--- src/rtl/sct_cascade_counter.sv ---
// Cascadable up/down counter with IDLE/RUN/DONE control, one-shot and free-run modes.
// Build option: define SCT_SAT_EN to make free-run terminal steps saturate instead of wrapping.
module sct_cascade_counter #(
  parameter int WIDTH = 8
) (
  input  logic             clk,
  input  logic             rst,
  input  logic             en,
  input  logic             ci,
  input  logic             dir,
  input  logic             mode,
  input  logic             start,
  input  logic             stop,
  input  logic             clr,
  input  logic             load,
  input  logic [WIDTH-1:0] din,
  output logic [WIDTH-1:0] q,
  output logic             tc,
  output logic             co,
  output logic             busy,
  output logic             done
);

  typedef enum logic [1:0] {
    IDLE = 2'd0,
    RUN  = 2'd1,
    DONE = 2'd2
  } state_t;

  localparam logic [WIDTH-1:0] ALL_ONES = '1;

  state_t state;
  logic   step;

  // tc looks at the current dir so a direction change is seen before the next step
  assign tc   = dir ? (q == '0) : (q == ALL_ONES);
  assign step = (state == RUN) & en & ci;
  assign co   = step & tc;
  assign busy = (state == RUN);
  assign done = (state == DONE);

  // NOTE: state and count use non-blocking assignments so every branch reads pre-edge values.
  always_ff @(posedge clk or posedge rst) begin
    if (rst) begin
      q     <= '0;
      state <= IDLE;
    end else if (clr) begin
      q     <= '0;
      state <= IDLE;
    end else begin
      if (load) begin
        q <= din;
      end else if (step) begin
        if (!tc) begin
          q <= dir ? q - WIDTH'(1) : q + WIDTH'(1);
        end else if (!mode) begin
`ifdef SCT_SAT_EN
          q <= q;
`else
          q <= dir ? ALL_ONES : '0;
`endif
        end
      end

      // A load on the terminal step keeps the count alive instead of finishing it
      case (state)
        IDLE: if (start) state <= RUN;
        RUN: begin
          if (stop)                              state <= IDLE;
          else if (step && tc && mode && !load)  state <= DONE;
        end
        DONE: if (start) state <= RUN;
        default: state <= IDLE;
      endcase
    end
  end

endmodule

--- config.mk ---
export PLATFORM = sky130hd
export DESIGN_NAME = sct_cascade_counter
export DESIGN_NICKNAME = d
export VERILOG_FILES = /design/src/rtl/sct_cascade_counter.sv
export SDC_FILE = /design/constraint.sdc
export NUM_CORES = 1
export LEC_CHECK = 0
export ABC_AREA = 1
export CAP_MARGIN = 20
export CORE_ASPECT_RATIO = 0.75
export CORE_MARGIN = 1.5
export CORE_UTILIZATION = 35
export CTS_BUF_LIST = sky130_fd_sc_hd__clkbuf_8 sky130_fd_sc_hd__clkbuf_16
export DETAILED_ROUTE_END_ITERATION = 7
export REMOVE_ABC_BUFFERS = 1
export SKIP_LAST_GASP = 1
export SYNTH_ARGS = -nofsm -noshare
export SYNTH_HDL_FRONTEND = slang
export SYNTH_SLANG_ARGS = --single-unit
--- constraint.sdc ---
create_clock -name clk -period 1.54 [get_ports clk]
set_clock_uncertainty 0.05 [all_clocks]
set_input_delay 0.462 -clock clk [delete_from_list [all_inputs] [get_ports clk]]
set_output_delay 0.462 -clock clk [all_outputs]
set_load 0.005 [all_outputs]
---- After elaboration in Yosys (flattened, before gate mapping) ----
Cells that the tools add are included.
word-level totals
  bits in registers ....................... 10
  word-level logic and storage cells ...... 36
  output and inout port bits .............. 12
  input bits .............................. 18
operators by class
  add/subtract/negate cells ............... 2
  reductions and logical operators ........ 10
  equality and inequality tests ........... 6
  bitwise logic cells ..................... 3
  mux-type cells .......................... 13
operator list
  operator             number
  $mux 8               7
  $add 8x1->8 const B  1
  $eq 8x8->1 const B   1
  $logic_not 8->1      1
  $mux 2               4
  $sub 8x1->8 const B  1
  $ne 4x3->1 const B   1
  $ne 4x4->1 const B   1
  $pmux 2 s2           1
  $reduce_and 2->1     2
  $and 1x1->1          3
  $logic_and 1x1->1    3
  $ne 3x1->1 const B   1
  $reduce_bool 3->1    1
  $eq 2x1->1 const B   1
  $eq 2x2->1 const B   1
  $logic_not 2->1      1
  $reduce_or 2->1      1
  $logic_not 1->1      1
  $mux 1               1

---- Longest topological paths before layout ----
  depth in word-level cells ............... 10
  depth in mapped cells ................... 11
  gate-level depth less buffers ........... 11

---- Worst setup path after synthesis ----
Ideal clock, no wire load.
  path kind ............................... input to register
  start ................................... input port dir
  end ..................................... register q[6]
  cell stages on the path ................. 10
  library setup time ...................... 0.116 ns
  data required time ...................... 1.374 ns
  slack ................................... -0.122 ns
  path buffers ............................ 0
  arrival ................................. 1.496 ns
  path through ............................ ha_1 > or2_2 > nand3b_1 > nand2_1 > nand2_1 > nand3_1 > nand2_1 > nand2_1 > nand2_1 > nand2_1
on the way
  longest elaborated chain between the ends .. 6
  elaborated cells on any way between the ends .. 10
  those cells by class .................... eq/ne (1); mux (8); reduce/logical (1)
RTL lines
  element               RTL line  RTL
  from (decl)           10        input logic dir,
  $mux 8                60        q <= dir ? ALL_ONES : '0;
  $mux 8                56        end else if (!mode) begin
  $mux 8                54        if (!tc) begin
  $mux 8                53        end else if (step) begin
  $mux 8                51        if (load) begin
  $mux 8                47        end else if (clr) begin
  to (signal assigned)  52        q <= din;
  to (signal assigned)  55        q <= dir ? q - WIDTH'(1) : q + WIDTH'(1);
  to (signal assigned)  60
  to (decl)             17        output logic [WIDTH-1:0] q,
Parallel ways exist; a longest one is shown, timed or not. The select of a mux whose other input is x is not followed.
A chain may end at the register's enable or synchronous reset.

---- Worst setup path in the final report ----
  start ................................... register q[1]
  end ..................................... output port co
on the way
  longest elaborated chain between the ends .. 3
  elaborated cells on any way between the ends .. 4
  those cells by class .................... eq/ne (1); mux (1); bitwise (1); reduce/logical (1)
RTL lines
  element                                        RTL line  RTL
  $eq 8x8->1 or $logic_not 8->1 (tied branches)  36        assign tc = dir ? (q == '0) : (q == ALL_ONES);
  $mux 1 (*)                                     36
  $and 1x1->1 (*)                                38        assign co = step & tc;
  to (decl)                                      19        output logic co,
Every way passes the cells marked *; elsewhere a longest branch is shown, timed or not.

==> flow_summary.toml <==
[status]
status = "finished, violations left"
violations = "setup timing"

[cts]
ctsHtreeMaxLevel = 1
clkSinkCount = 10
cts_buffer_depth = 2
clock_latency_ns = 0.24
clockRootBuffer = "clkbuf_8"
cts_tree = "done"
clk_pin_slew_ns = 0.05
cts_buffers = 3

[critical_path]
startpoint_type = "register"
reg2reg_depth = 12
rrSetupSlack_ns = -0.25
cp-end-kind = "primary output"
r2r-end = "q[6]"
r2r_start = "q[0]"
critical_path_class = "reg2out"
arrival_ns = 1.40
worst-path-max-fanout = 4
critPathRequiredTime_ns = 1.03

[routing]
via_count = 1344
wl_mm = 3.62
ant_nets = 0
drc = 0
avgViaCountPerCell = 4.68
drtIter0Drc = 32
wl_per_cell_um = 12.6
dr.pass1.iters = 4

[flow_run]
cap_violations = 0

[timing]
hold_violations = 0
worst_pin_slew_ns = 0.431
finalSetupViolCount = 12
fin_ws_ns = -0.369
slew_violations = 0
fin_crit_sh_pct = 124
min_period_ns = 1.91
relSlewSlack_pct = 71.2
rsz0062_at_grt = "yes"
hold_slack_ns = 0.478
fmax_mhz = 524

[logic_synthesis]
synth_cell_types = 25
seq_area_frac_synth_pct = 23.8
post_synth_instance_area_um2 = 1050
syn-mean-instance-area_um2 = 6.23
synth_cells = 169
ys_warn_count = 0
ys_ff_latch = 10

[pwr]
seq_power_share_pct = 21.7
ir_worst_vdd_mv = 0.422
p_per_area_nw_per_um2 = 767
p_comb_share_pct = 60.3
p_int_uw = 961
clockPowerShare_pct = 17.9
sw_frac_of_total_pct = 36.4
p_sw_uw = 551
p_leak_nw = 1.03

[placed_design]
placed_area_um2 = 1630
hpwl_mm = 2.51
place.gp.congestion = 0.858
io_buffer_count = 29

[final_layout]
fillers = 250
antenna_cells = 0
areaGrowthSynthToFinish_pct = 87.4
nNetsFinal = 276
drive_gt1_share_pct = 45.0
design_area_um2 = 1970

[worst_hold_path]
hold_path.class = "in2async"

[global_routing]
grt_pass1_wl_mm = 5.80
grt_pass1_vias = 1308
grt_usage_pct = 23.6
overflow = 0
grt_max_degree = 11
grt_antenna_before_repair = 0

[floorplan]
row_count = 17
io_pins = 30
fp.dieW_um = 66.3
dieArea_um2 = 3350
fp.dieH_um = 50.5
initial_core_util_pct = 36.4
core_area_um2 = 2890
layer usage:
layer / wire (µm) / vias up / GRT usage (%)
met5: 0 / - / 0
met4: 24 / 0 / 5.10
met3: 104 / 5 / 5.38
met2: 1770 / 21 / 39.8
met1: 1720 / 622 / 30.8
li1: - / 696 / -
layout make-up:
type                    instances  area (µm²)  share of cell area [%]
repair buffers                 78         684                    34.7
clock buffers                   3        41.3                    2.09
well taps                      38        47.5                    2.41
multi-input cells             137         868                    44.0
flip-flops and latches         10         251                    12.8
inverters                      21        78.8                    4.00
synthesized netlist by cell type:
cell / n / area [µm²]
dfrtp_1: 10 / 250
nand3b_1: 2 / 15.0
o21ai_1: 4 / 20.0
xnor2_1: 1 / 8.76
nand2_1: 60 / 225
o21ai_0: 5 / 25.0
a21oi_1: 4 / 20.0
nand3_2: 3 / 30.0
inv_1: 19 / 71.3
nor2_2: 3 / 18.8
nor3_1: 1 / 5.00
or2_2: 2 / 12.5
inv_2: 2 / 7.51
nand3_4: 1 / 17.5
nand2_4: 3 / 33.8
clkbuf_1: 1 / 3.75
nand3_1: 15 / 75.1
a21oi_2: 1 / 8.76
or2_1: 1 / 6.26
fa_1: 1 / 20.0
o21ai_2: 1 / 8.76
ha_1: 6 / 75.1
nor2_1: 20 / 75.1
a31oi_1: 1 / 6.26
nand2_2: 2 / 12.5
worst max-delay path: stages (launching register included):
cell and delay (ns):
dfrtp_1 0.42, inv_2 0.08, nand2_2 0.07, nor2_4 0.12, nand3_2 0.10, buf_6 0.14
a21oi_4 0.10, buf_2 0.13
per-stage QoR:
step / std cells / power, mW / setup WS [ns] / TNS (ns) / utilization, %
final: 287 / 1.51 / -0.369 / -2.16 / 68.2
after global routing: 287 / 1.63 / -0.450 / -3.23 / 68.2
after CTS: 287 / 1.44 / -0.375 / -2.68 / 66.0
after detailed placement: 268 / 1.00 / -1.04 / -8.89 / 56.5
after global placement: 268 / 0.994 / -1.00 / -8.60 / 56.5
after floorplan: 168 / 0.672 / -0.124 / -0.429 / -
flip-flops by register name, indices dropped and copies added, names as in the netlist:
name   count
state      2
q          8
timing repair:
action                                 in CTS  in global routing
setup endpoints to repair                  22                 19
buffers inserted                           17                  4
gates cloned                                0                  0
pin swaps                                  30                 32
resized for setup                          71                 29
endpoints found under the hold margin       0                  0
hold buffers                                0                  0
how the worst max path moves through the flow:
stage,from,end,slack (ns),cells after the start
floorplan,dir,q[6],-0.12,10
global placement,dir,co,-1.00,6
detailed placement,dir,co,-1.04,6
CTS,q[3],tc,-0.38,7
global route,q[1],co,-0.45,7
finish,q[1],co,-0.37,7
kinds of logic after synthesis:
kind of cell	Yosys count	share of synthesized area, %
adders and majority gates	7	9.04
DFF	10	23.8
and+or+nand+nor	113	50.1
buffers and inverters	22	7.85
AOI/OAI and AO/OA	16	8.44
xor gates and xnor gates	1	0.832
layout by cell type (no fill, tap or decap), types with 5 or more instances in the layout:
| master | n |
|---|---|
| inv_2 | 6 |
| nor2_2 | 6 |
| nand2_1 | 50 |
| nand3_2 | 7 |
| o21ai_1 | 5 |
| buf_2 | 8 |
| clkdlybuf4s50_1 | 15 |
| buf_4 | 33 |
| inv_1 | 15 |
| buf_6 | 18 |
| dfrtp_1 | 9 |
| ha_4 | 5 |
| nor2_1 | 16 |
| nand2_2 | 12 |
| nand3_1 | 11 |
power groups by stage:
stage | Sequential (mW) | Combinational [mW] | Clock, mW
after floorplan | 0.336 | 0.337 | 0
after global placement | 0.329 | 0.666 | 0
after detailed placement | 0.331 | 0.671 | 0
after CTS | 0.323 | 0.839 | 0.279
after global routing | 0.332 | 1.00 | 0.299
final | 0.329 | 0.912 | 0.271
No activity file was read; power rests on OpenSTA's default activity.
